### config.mk
export PLATFORM = sky130hd
export DESIGN_NAME = byte_serializer_flat
export DESIGN_NICKNAME = d
export VERILOG_FILES = /design/src/rtl/byte_serializer_if.sv /design/src/rtl/byte_serializer.sv /design/src/flat_wrapper.sv
export SDC_FILE = /design/constraint.sdc
export NUM_CORES = 1
export LEC_CHECK = 0
export CAP_MARGIN = 20
export CORE_MARGIN = 2
export CORE_UTILIZATION = 40
export DETAILED_ROUTE_END_ITERATION = 10
export GPL_TIMING_DRIVEN = 1
export PLACE_DENSITY = 0.75
export SKIP_CTS_REPAIR_TIMING = 1
export SLEW_MARGIN = 0
export SYNTH_ARGS = -nofsm -noshare
export SYNTH_HDL_FRONTEND = slang
export SYNTH_SLANG_ARGS = --single-unit
### constraint.sdc
create_clock -name clk -period 3.1 [get_ports clk]
set_clock_uncertainty 0.05 [all_clocks]
set_input_delay 0.465 -clock clk [delete_from_list [all_inputs] [get_ports clk]]
set_output_delay 0.465 -clock clk [all_outputs]
set_load 0.02 [all_outputs]
### src/rtl/byte_serializer_if.sv
// Word-in / byte-out handshake bundle for byte_serializer.
// The byte_parity signal exists only when SERIALIZER_PARITY_EN is defined.
interface byte_serializer_if;
    logic        load;
    logic [31:0] word_in;
    logic        last_word;
    logic [1:0]  last_count;
    logic        ready;
    logic [7:0]  byte_out;
    logic        byte_valid;
    logic        byte_ready;
    logic        done;
`ifdef SERIALIZER_PARITY_EN
    logic        byte_parity;
`endif

    // Producer of words / consumer of bytes.
    modport master (
        output load, word_in, last_word, last_count, byte_ready,
        input  ready, byte_out, byte_valid, done
`ifdef SERIALIZER_PARITY_EN
        , input byte_parity
`endif
    );

    // The serializer itself.
    modport slave (
        input  load, word_in, last_word, last_count, byte_ready,
        output ready, byte_out, byte_valid, done
`ifdef SERIALIZER_PARITY_EN
        , output byte_parity
`endif
    );
endinterface

### src/rtl/byte_serializer.sv
// Serializes a 32-bit word MSB byte first, trimming the padding of a frame's last word.
// Optional feature macro: SERIALIZER_PARITY_EN adds byte_parity (XOR of the presented byte).
module byte_serializer (
    input  logic               clk,
    input  logic               rst_n,
    byte_serializer_if.slave   bus
);
    typedef enum logic {IDLE = 1'b0, SEND = 1'b1} state_t;

    state_t      state_reg, state_next;
    logic [1:0]  index_reg;
    logic [31:0] word_reg;
    logic [1:0]  end_index_reg;
    logic        last_reg;
    logic        done_reg;

    logic        accept;
    logic        transfer;
    logic        at_end;
    logic [7:0]  word_bytes [4];
    logic [7:0]  byte_sel;

    assign accept   = (state_reg == IDLE) && bus.load;
    assign transfer = (state_reg == SEND) && bus.byte_ready;
    assign at_end   = (index_reg == end_index_reg);

    // Byte 0 sits in the top lane.
    generate
        for (genvar gi = 0; gi < 4; gi++) begin : g_lane
            assign word_bytes[gi] = word_reg[31 - 8*gi -: 8];
        end
    endgenerate
    assign byte_sel = word_bytes[index_reg];

    // State register.
    always_ff @(posedge clk or negedge rst_n) begin
        if (!rst_n) begin
            state_reg <= IDLE;
        end else begin
            state_reg <= state_next;
        end
    end

    // Next-state logic.
    always_comb begin
        state_next = state_reg;
        case (state_reg)
            IDLE:    if (bus.load) state_next = SEND;
            SEND:    if (bus.byte_ready && at_end) state_next = IDLE;
            default: state_next = IDLE;
        endcase
    end

    // Captured word, end index and byte index; loads during SEND never reach here.
    always_ff @(posedge clk or negedge rst_n) begin
        if (!rst_n) begin
            word_reg      <= 32'h0;
            end_index_reg <= 2'd3;
            last_reg      <= 1'b0;
            index_reg     <= 2'd0;
            done_reg      <= 1'b0;
        end else begin
            done_reg <= transfer && at_end && last_reg;
            if (accept) begin
                word_reg      <= bus.word_in;
                last_reg      <= bus.last_word;
                end_index_reg <= bus.last_word ? bus.last_count : 2'd3;
                index_reg     <= 2'd0;
            end else if (transfer) begin
                index_reg <= at_end ? 2'd0 : index_reg + 2'd1;
            end
        end
    end

    // Output logic: byte lane is forced to zero whenever nothing is presented.
    always_comb begin
        bus.ready      = (state_reg == IDLE);
        bus.byte_valid = (state_reg == SEND);
        bus.byte_out   = (state_reg == SEND) ? byte_sel : 8'h00;
        bus.done       = done_reg;
`ifdef SERIALIZER_PARITY_EN
        bus.byte_parity = (state_reg == SEND) ? ^byte_sel : 1'b0;
`endif
    end
endmodule

### src/flat_wrapper.sv
// flat-port wrapper written by rule: the top's interface ports become plain ports
module byte_serializer_flat 
  (clk, rst_n, bus_load, bus_word_in, bus_last_word, bus_last_count, bus_byte_ready, bus_ready, bus_byte_out, bus_byte_valid, bus_done);
  byte_serializer_if bus_i ();
  input  logic clk;
  input  logic rst_n;
  input wire logic [$bits(bus_i.load)-1:0] bus_load;
  input wire logic [$bits(bus_i.word_in)-1:0] bus_word_in;
  input wire logic [$bits(bus_i.last_word)-1:0] bus_last_word;
  input wire logic [$bits(bus_i.last_count)-1:0] bus_last_count;
  input wire logic [$bits(bus_i.byte_ready)-1:0] bus_byte_ready;
  output wire logic [$bits(bus_i.ready)-1:0] bus_ready;
  output wire logic [$bits(bus_i.byte_out)-1:0] bus_byte_out;
  output wire logic [$bits(bus_i.byte_valid)-1:0] bus_byte_valid;
  output wire logic [$bits(bus_i.done)-1:0] bus_done;
  assign bus_i.load = bus_load;
  assign bus_i.word_in = bus_word_in;
  assign bus_i.last_word = bus_last_word;
  assign bus_i.last_count = bus_last_count;
  assign bus_i.byte_ready = bus_byte_ready;
  assign bus_ready = bus_i.ready;
  assign bus_byte_out = bus_i.byte_out;
  assign bus_byte_valid = bus_i.byte_valid;
  assign bus_done = bus_i.done;
  byte_serializer u_core (.clk(clk), .rst_n(rst_n), .bus(bus_i));
endmodule
==> results.sh, run 1 <==
export IMPL_status="finished, final reports clean"
export IMPL_global_route_overflow_total=0
export IMPL_post_route_util=0.553
export IMPL_timing_max_slew_rel_slack=0.436
export IMPL_largest_reg_flops=32
export IMPL_post_synth_top_area_fraction=0.520
export IMPL_r2r_slack_ns=1.31
export IMPL_grt_pass1_vias=1255
export IMPL_maxCapViolCount=0
export IMPL_worst_slew_pin_slew_ns=0.846
export IMPL_flow_area_growth_from_synthesis_pct=34.2
export IMPL_die_h_um=70.7
export IMPL_r2r_cells=3
export IMPL_cpLargestDelayFamily="buffers and inverters"
export IMPL_synth_seq_cells=39
export IMPL_rows=24
export IMPL_hold_worst_slack_ns=0.229
export IMPL_drt_iter0_drc=34
export IMPL_clk_pin_slew_ns=0.07
export IMPL_grt_first_pass_wirelength_um=5860
export IMPL_synth_edff_count=0
export IMPL_numPortBuffers=49
export IMPL_worstSetupPathType="reg2out"
export IMPL_count_of_tritonroute_iterations_in_the_first_routing_pass=4
export IMPL_clock_path_buffers=2
export IMPL_num_io_pins=50
export IMPL_finalCritPeriodShare=0.884
export IMPL_critical_path_endpoint_type="output pin"
export IMPL_final_max_slew_viol_count=0
export IMPL_gr_usage_all_layers=0.153
export IMPL_coreArea_um2=4320
export IMPL_num_vias=1114
export IMPL_antenna_violating_nets_post_route=0
export IMPL_antennaDiodeCount=0
export IMPL_hold_class="in2async"
export IMPL_starting_utilization_of_the_core_area=0.412
export IMPL_worst_ir_drop_vdd_uv=550
export IMPL_cell_taking_the_most_area_after_synthesis="dfrtp_1"
export IMPL_grt_start_max_net_pins=40
export IMPL_setup_worst_path_start_class="flop"
export IMPL_cts_htree_levels=2
export IMPL_avgRoutedWirePerCell_um=15.3
export IMPL_rsz_0062_raised_after_global_routing="false"
export IMPL_overall_routed_net_length_um=3430
export IMPL_cts_num_sinks=39
export IMPL_timing_setup_tns_ns=0
export IMPL_cp_required_ns=2.58
export IMPL_crit_buf_inv=2
export IMPL_data_arrival_at_the_endpoint_of_the_critical_path_ns=2.23
export IMPL_netlist_cell_type_count=22
export IMPL_die_width_um=70.7
export IMPL_cts_buffers_inserted=5
export IMPL_postSynthCellCount=120
export IMPL_worst_r2r_startpoint="u_core.bus.byte_valid$_DFF_PN0_"
export IMPL_synth_area_leaders="dfrtp_1, mux2_2, mux4_2"
export IMPL_clk_root_buffer_cell="clkbuf_8"
export IMPL_crit_slowest_cell="clkdlybuf4s50_1"
export IMPL_final_nets=210
export IMPL_finalWorstPathRequiredPeriod_ns=2.74
export IMPL_worst_r2r_endpoint="u_core.word_bytes[12]$_DFFE_PN0P_"
export IMPL_stage_delay_of_the_slowest_cell_on_the_critical_path_ns=0.54
export IMPL_synth_sequential_area_ratio=0.550
export IMPL_timing_critical_path_fanout_max=9
export IMPL_fmax_ghz=0.365
export IMPL_power_density_nw_per_um2=1010
export IMPL_drcViolationCount=0
export IMPL_synth_async_reset_ratio=1.00
export IMPL_syn_mean_instance_area_um2=14.8
export IMPL_die_area_um2=5000
export IMPL_final_layout_size_suffix_gt1_frac=0.308
export IMPL_power_leakage_nw=0.986
export IMPL_post_detail_place_hpwl_um=2450
export IMPL_post_synth_most_frequent_cells="dfrtp_1, mux2_2, and2_1, mux4_2, nor2_1"
export IMPL_antenna_violations_before_repair=0
export IMPL_hold_viol_final=0
export IMPL_yosysWarningCount=0
export IMPL_setup_violations_final=0
export IMPL_place_congestion=0.724
export IMPL_postSynth_topFlopCell="dfrtp_1"
export IMPL_crit_chain="buf_4 -> mux4_2 -> and2_1 -> clkdlybuf4s50_1"
export IMPL_synthesis_nets=159
export IMPL_tritoncts="built"
export IMPL_worstSkewPairLatency_ns=0.28
export IMPL_post_synth_top_count_cell="dfrtp_1"
export IMPL_vias_per_cell=4.97
export IMPL_netlist_area_um2=1780
## area by class of cell
| type | count | area [µm²] |
|---|---|---|
| fill | 370 | 1930 |
| sequential | 39 | 978 |
| multi-input combinational | 70 | 747 |
| timing repair buffer | 51 | 500 |
| clock buffer | 5 | 68.8 |
| tap | 52 | 65.1 |
| clock inverter | 3 | 15.0 |
| inverter | 4 | 15.0 |
## power by group
part | internal [W] | switching, W
logic | 0.000701 | 0.000422
registers | 0.000772 | 0.000184
clock network | 0.000154 | 0.000174
## per-layer routing
metal	GRT usage	vias to the layer above	wire [µm]
met4	0.0377	0	12
met1	0.194	556	1510
met5	0	-	0
met2	0.255	30	1740
met3	0.0513	2	178
li1	-	526	-
## metrics by stage
stage               setup slack [ns]  area [µm²]  total power (W)  std cells
floorplan                       1.31        1780          0.00169        120
global placement               0.688        2310          0.00207        216
detailed placement             0.641        2310          0.00210        216
CTS                            0.312        2390          0.00244        224
global route                   0.226        2390          0.00258        224
finish                         0.359        2390          0.00241        224
## cell families (layout without fill, tap and decap cells)
logic type             Yosys count  count (layout)  synth area share
flip-flops                      39              39             0.550
XOR/XNOR                         2               2           0.00984
AND/OR/NAND/NOR                 21              21            0.0661
multiplexers                    41              41             0.316
buffers and inverters           11              63            0.0351
AO/OA/AOI/OAI                    6               6            0.0232
## layout by cell type, fill, tap and decap left out, types with 2 or more instances in the layout
cell type / n
buf_4: 2
clkbuf_8: 5
mux2_2: 33
and2_1: 9
mux4_2: 5
mux4_1: 3
a31oi_1: 2
clkdlybuf4s50_1: 48
nor2_1: 5
xor2_1: 2
dfrtp_1: 37
nor2b_1: 3
dfstp_2: 2
inv_1: 4
clkinv_2: 3
## worst max-delay path by stage
stage	cells past startpoint	startpoint	endpoint	slack (ns)
after floorplan	3	u_core.index_reg[0]$_DFFE_PN0P_	bus_byte_out[2]	1.31
after global placement	4	u_core.index_reg[0]$_DFFE_PN0P_	bus_byte_out[4]	0.69
after detailed placement	4	u_core.index_reg[0]$_DFFE_PN0P_	bus_byte_out[4]	0.64
after CTS	4	u_core.index_reg[0]$_DFFE_PN0P_	bus_byte_out[4]	0.31
after global routing	4	u_core.index_reg[0]$_DFFE_PN0P_	bus_byte_out[4]	0.23
final	4	u_core.index_reg[0]$_DFFE_PN0P_	bus_byte_out[3]	0.36
Power figures use the tool's default switching activity.
==> run 2, diff against run 1 <==
--- a/config.mk
+++ b/config.mk
@@ -7,10 +7,10 @@
 export LEC_CHECK = 0
 export CAP_MARGIN = 20
 export CORE_MARGIN = 2
-export CORE_UTILIZATION = 40
+export CORE_UTILIZATION = 35
 export DETAILED_ROUTE_END_ITERATION = 10
 export GPL_TIMING_DRIVEN = 1
-export PLACE_DENSITY = 0.75
+export PLACE_DENSITY = 0.68
 export SKIP_CTS_REPAIR_TIMING = 1
 export SLEW_MARGIN = 0
 export SYNTH_ARGS = -nofsm -noshare
==> results.sh, run 2 (synthesis gave the netlist of run 1 again) <==
export IMPL_status="finished, final reports clean"
export IMPL_worst_r2r_startpoint="u_core.bus.byte_valid$_DFF_PN0_"
export IMPL_avgRoutedWirePerCell_um=14.7
export IMPL_globalRouteMet1Util=0.154
export IMPL_largest_reg_flops=32
export IMPL_worstSetupPathType="reg2out"
export IMPL_crit_slowest_cell="dfrtp_1"
export IMPL_setup_violations_final=0
export IMPL_tritoncts="built"
export IMPL_layout_commonest_cell="clkdlybuf4s50_1"
export IMPL_place_congestion=0.688
export IMPL_crit_chain="mux4_1 -> and2_1 -> clkdlybuf4s50_1"
export IMPL_hold_worst_slack_ns=0.233
export IMPL_timing_critical_path_fanout_max=13
export IMPL_grt_met3_usage=0.0450
export IMPL_power_density_nw_per_um2=999
export IMPL_timing_setup_tns_ns=0
export IMPL_cts_htree_levels=2
export IMPL_rsz_0062_raised_after_global_routing="false"
export IMPL_rows=25
export IMPL_post_route_util=0.498
export IMPL_finalWorstPathRequiredPeriod_ns=2.88
export IMPL_num_vias=1123
export IMPL_critical_path_endpoint_type="output pin"
export IMPL_final_layout_size_suffix_gt1_frac=0.292
export IMPL_global_route_overflow_total=0
export IMPL_antenna_violations_before_repair=0
export IMPL_timing_critical_path_from="u_core.index_reg[0]$_DFFE_PN0P_"
export IMPL_grt_first_pass_wirelength_um=5540
export IMPL_count_of_tritonroute_iterations_in_the_first_routing_pass=3
export IMPL_r2r_slack_ns=1.41
export IMPL_grt_start_max_net_pins=40
export IMPL_p_int_w=0.00162
export IMPL_fraction_of_power_spent_switching_nets=0.323
export IMPL_flow_area_growth_from_synthesis_pct=34.7
export IMPL_clk_root_buffer_cell="clkbuf_8"
export IMPL_fmax_ghz=0.347
export IMPL_vias_per_cell=4.72
export IMPL_antennaDiodeCount=0
export IMPL_grt_most_used_layer="met2"
export IMPL_die_area_um2=5670
export IMPL_coreArea_um2=4820
export IMPL_numPortBuffers=49
export IMPL_setup_worst_path_start_class="flop"
export IMPL_drt_iter0_drc=51
export IMPL_hold_viol_final=0
export IMPL_timing_max_slew_rel_slack=0.428
export IMPL_maxCapViolCount=0
export IMPL_die_h_um=75.3
export IMPL_stage_delay_of_the_slowest_cell_on_the_critical_path_ns=0.74
export IMPL_data_arrival_at_the_endpoint_of_the_critical_path_ns=2.37
export IMPL_post_detail_place_hpwl_um=2510
export IMPL_worst_ir_drop_vdd_uv=309
export IMPL_starting_utilization_of_the_core_area=0.370
export IMPL_power_leakage_nw=0.976
export IMPL_clock_path_buffers=2
export IMPL_worst_slew_pin_slew_ns=0.858
export IMPL_gr_usage_all_layers=0.133
export IMPL_final_nets=209
export IMPL_antenna_violating_nets_post_route=0
export IMPL_power_frac_seq=0.406
export IMPL_drcViolationCount=0
export IMPL_r2r_cells=3
export IMPL_p_comb_frac=0.458
export IMPL_grt_met2_usage=0.227
export IMPL_final_cell_mix="clkdlybuf4s50_1, dfrtp_1, mux2_2"
export IMPL_net_switching_power_w=0.000775
export IMPL_hold_class="in2async"
export IMPL_grt_pass1_vias=1205
export IMPL_cts_num_sinks=39
export IMPL_critical_path_endpoint="bus_byte_out[0]"
export IMPL_overall_routed_net_length_um=3510
export IMPL_num_io_pins=50
export IMPL_power_share_clock=0.137
export IMPL_finalCritPeriodShare=0.929
export IMPL_die_width_um=75.3
export IMPL_cp_required_ns=2.58
export IMPL_clk_pin_slew_ns=0.07
export IMPL_final_max_slew_viol_count=0
export IMPL_cts_buffers_inserted=5
export IMPL_worst_r2r_endpoint="u_core.word_bytes[9]$_DFFE_PN0P_"
export IMPL_report_power_total_w=0.00240
export IMPL_worstSkewPairLatency_ns=0.29
run 2: cell count changes in the layout (fill, tap and decap cells not counted):
cell and change:
clkbuf_1 +2, clkinv_2 -2, buf_4 -1
run 2: worst min path at each step:
stage | from | endpoint | slack (ns) | cells after the start
global route | rst_n | u_core.word_bytes[17]$_DFFE_PN0P_ | 0.31 | 1
detailed placement | u_core.last_reg$_DFFE_PN0P_ | u_core.bus.done$_DFF_PN0_ | 0.43 | 1
floorplan | rst_n | u_core.bus.byte_valid$_DFF_PN0_ | 0.12 | 0
CTS | rst_n | u_core.index_reg[1]$_DFFE_PN0P_ | 0.26 | 1
finish | rst_n | u_core.word_bytes[1]$_DFFE_PN0P_ | 0.23 | 1
global placement | u_core.last_reg$_DFFE_PN0P_ | u_core.bus.done$_DFF_PN0_ | 0.42 | 1
run 2: layout make-up:
type,instances,area [µm²]
inverter,4,15.0
clock buffer,7,76.3
fill,443,2420
clock inverter,1,5.00
tap,67,83.8
timing repair buffer,50,493
multi-input combinational,70,747
sequential,39,978
run 2: power groups by stage:
stage / Combinational (W) / Sequential, W / Clock [W]
CTS: 0.00112 / 0.000979 / 0.000342
finish: 0.00110 / 0.000972 / 0.000328
global placement: 0.00108 / 0.000971 / 0
global route: 0.00118 / 0.00101 / 0.000362
floorplan: 0.000803 / 0.000885 / 0
detailed placement: 0.00111 / 0.000989 / 0
run 2: through the flow:
| step | cell area, µm² | worst slack (ns) | cells |
|---|---|---|---|
| 6_report | 2400 | 0.219 | 238 |
| 5_1_grt | 2400 | 0.0646 | 238 |
| 4_1_cts | 2400 | 0.162 | 238 |
| 3_5_place_dp | 2320 | 0.492 | 230 |
| 3_3_place_gp | 2320 | 0.565 | 230 |
| 2_1_floorplan | 1780 | 1.31 | 120 |
run 2: critical path, delay by kind of cell, from the launching register on:
kind | cells | cell delay, ns
flops | 1 | 0.74
buf+inv | 1 | 0.53
simple gates | 1 | 0.17
mux | 1 | 0.63
run 2: metal layers:
layer,vias to the layer above,wire length [µm]
met4,0,68
met3,6,221
li1,525,-
met5,-,0
met1,559,1410
met2,33,1810
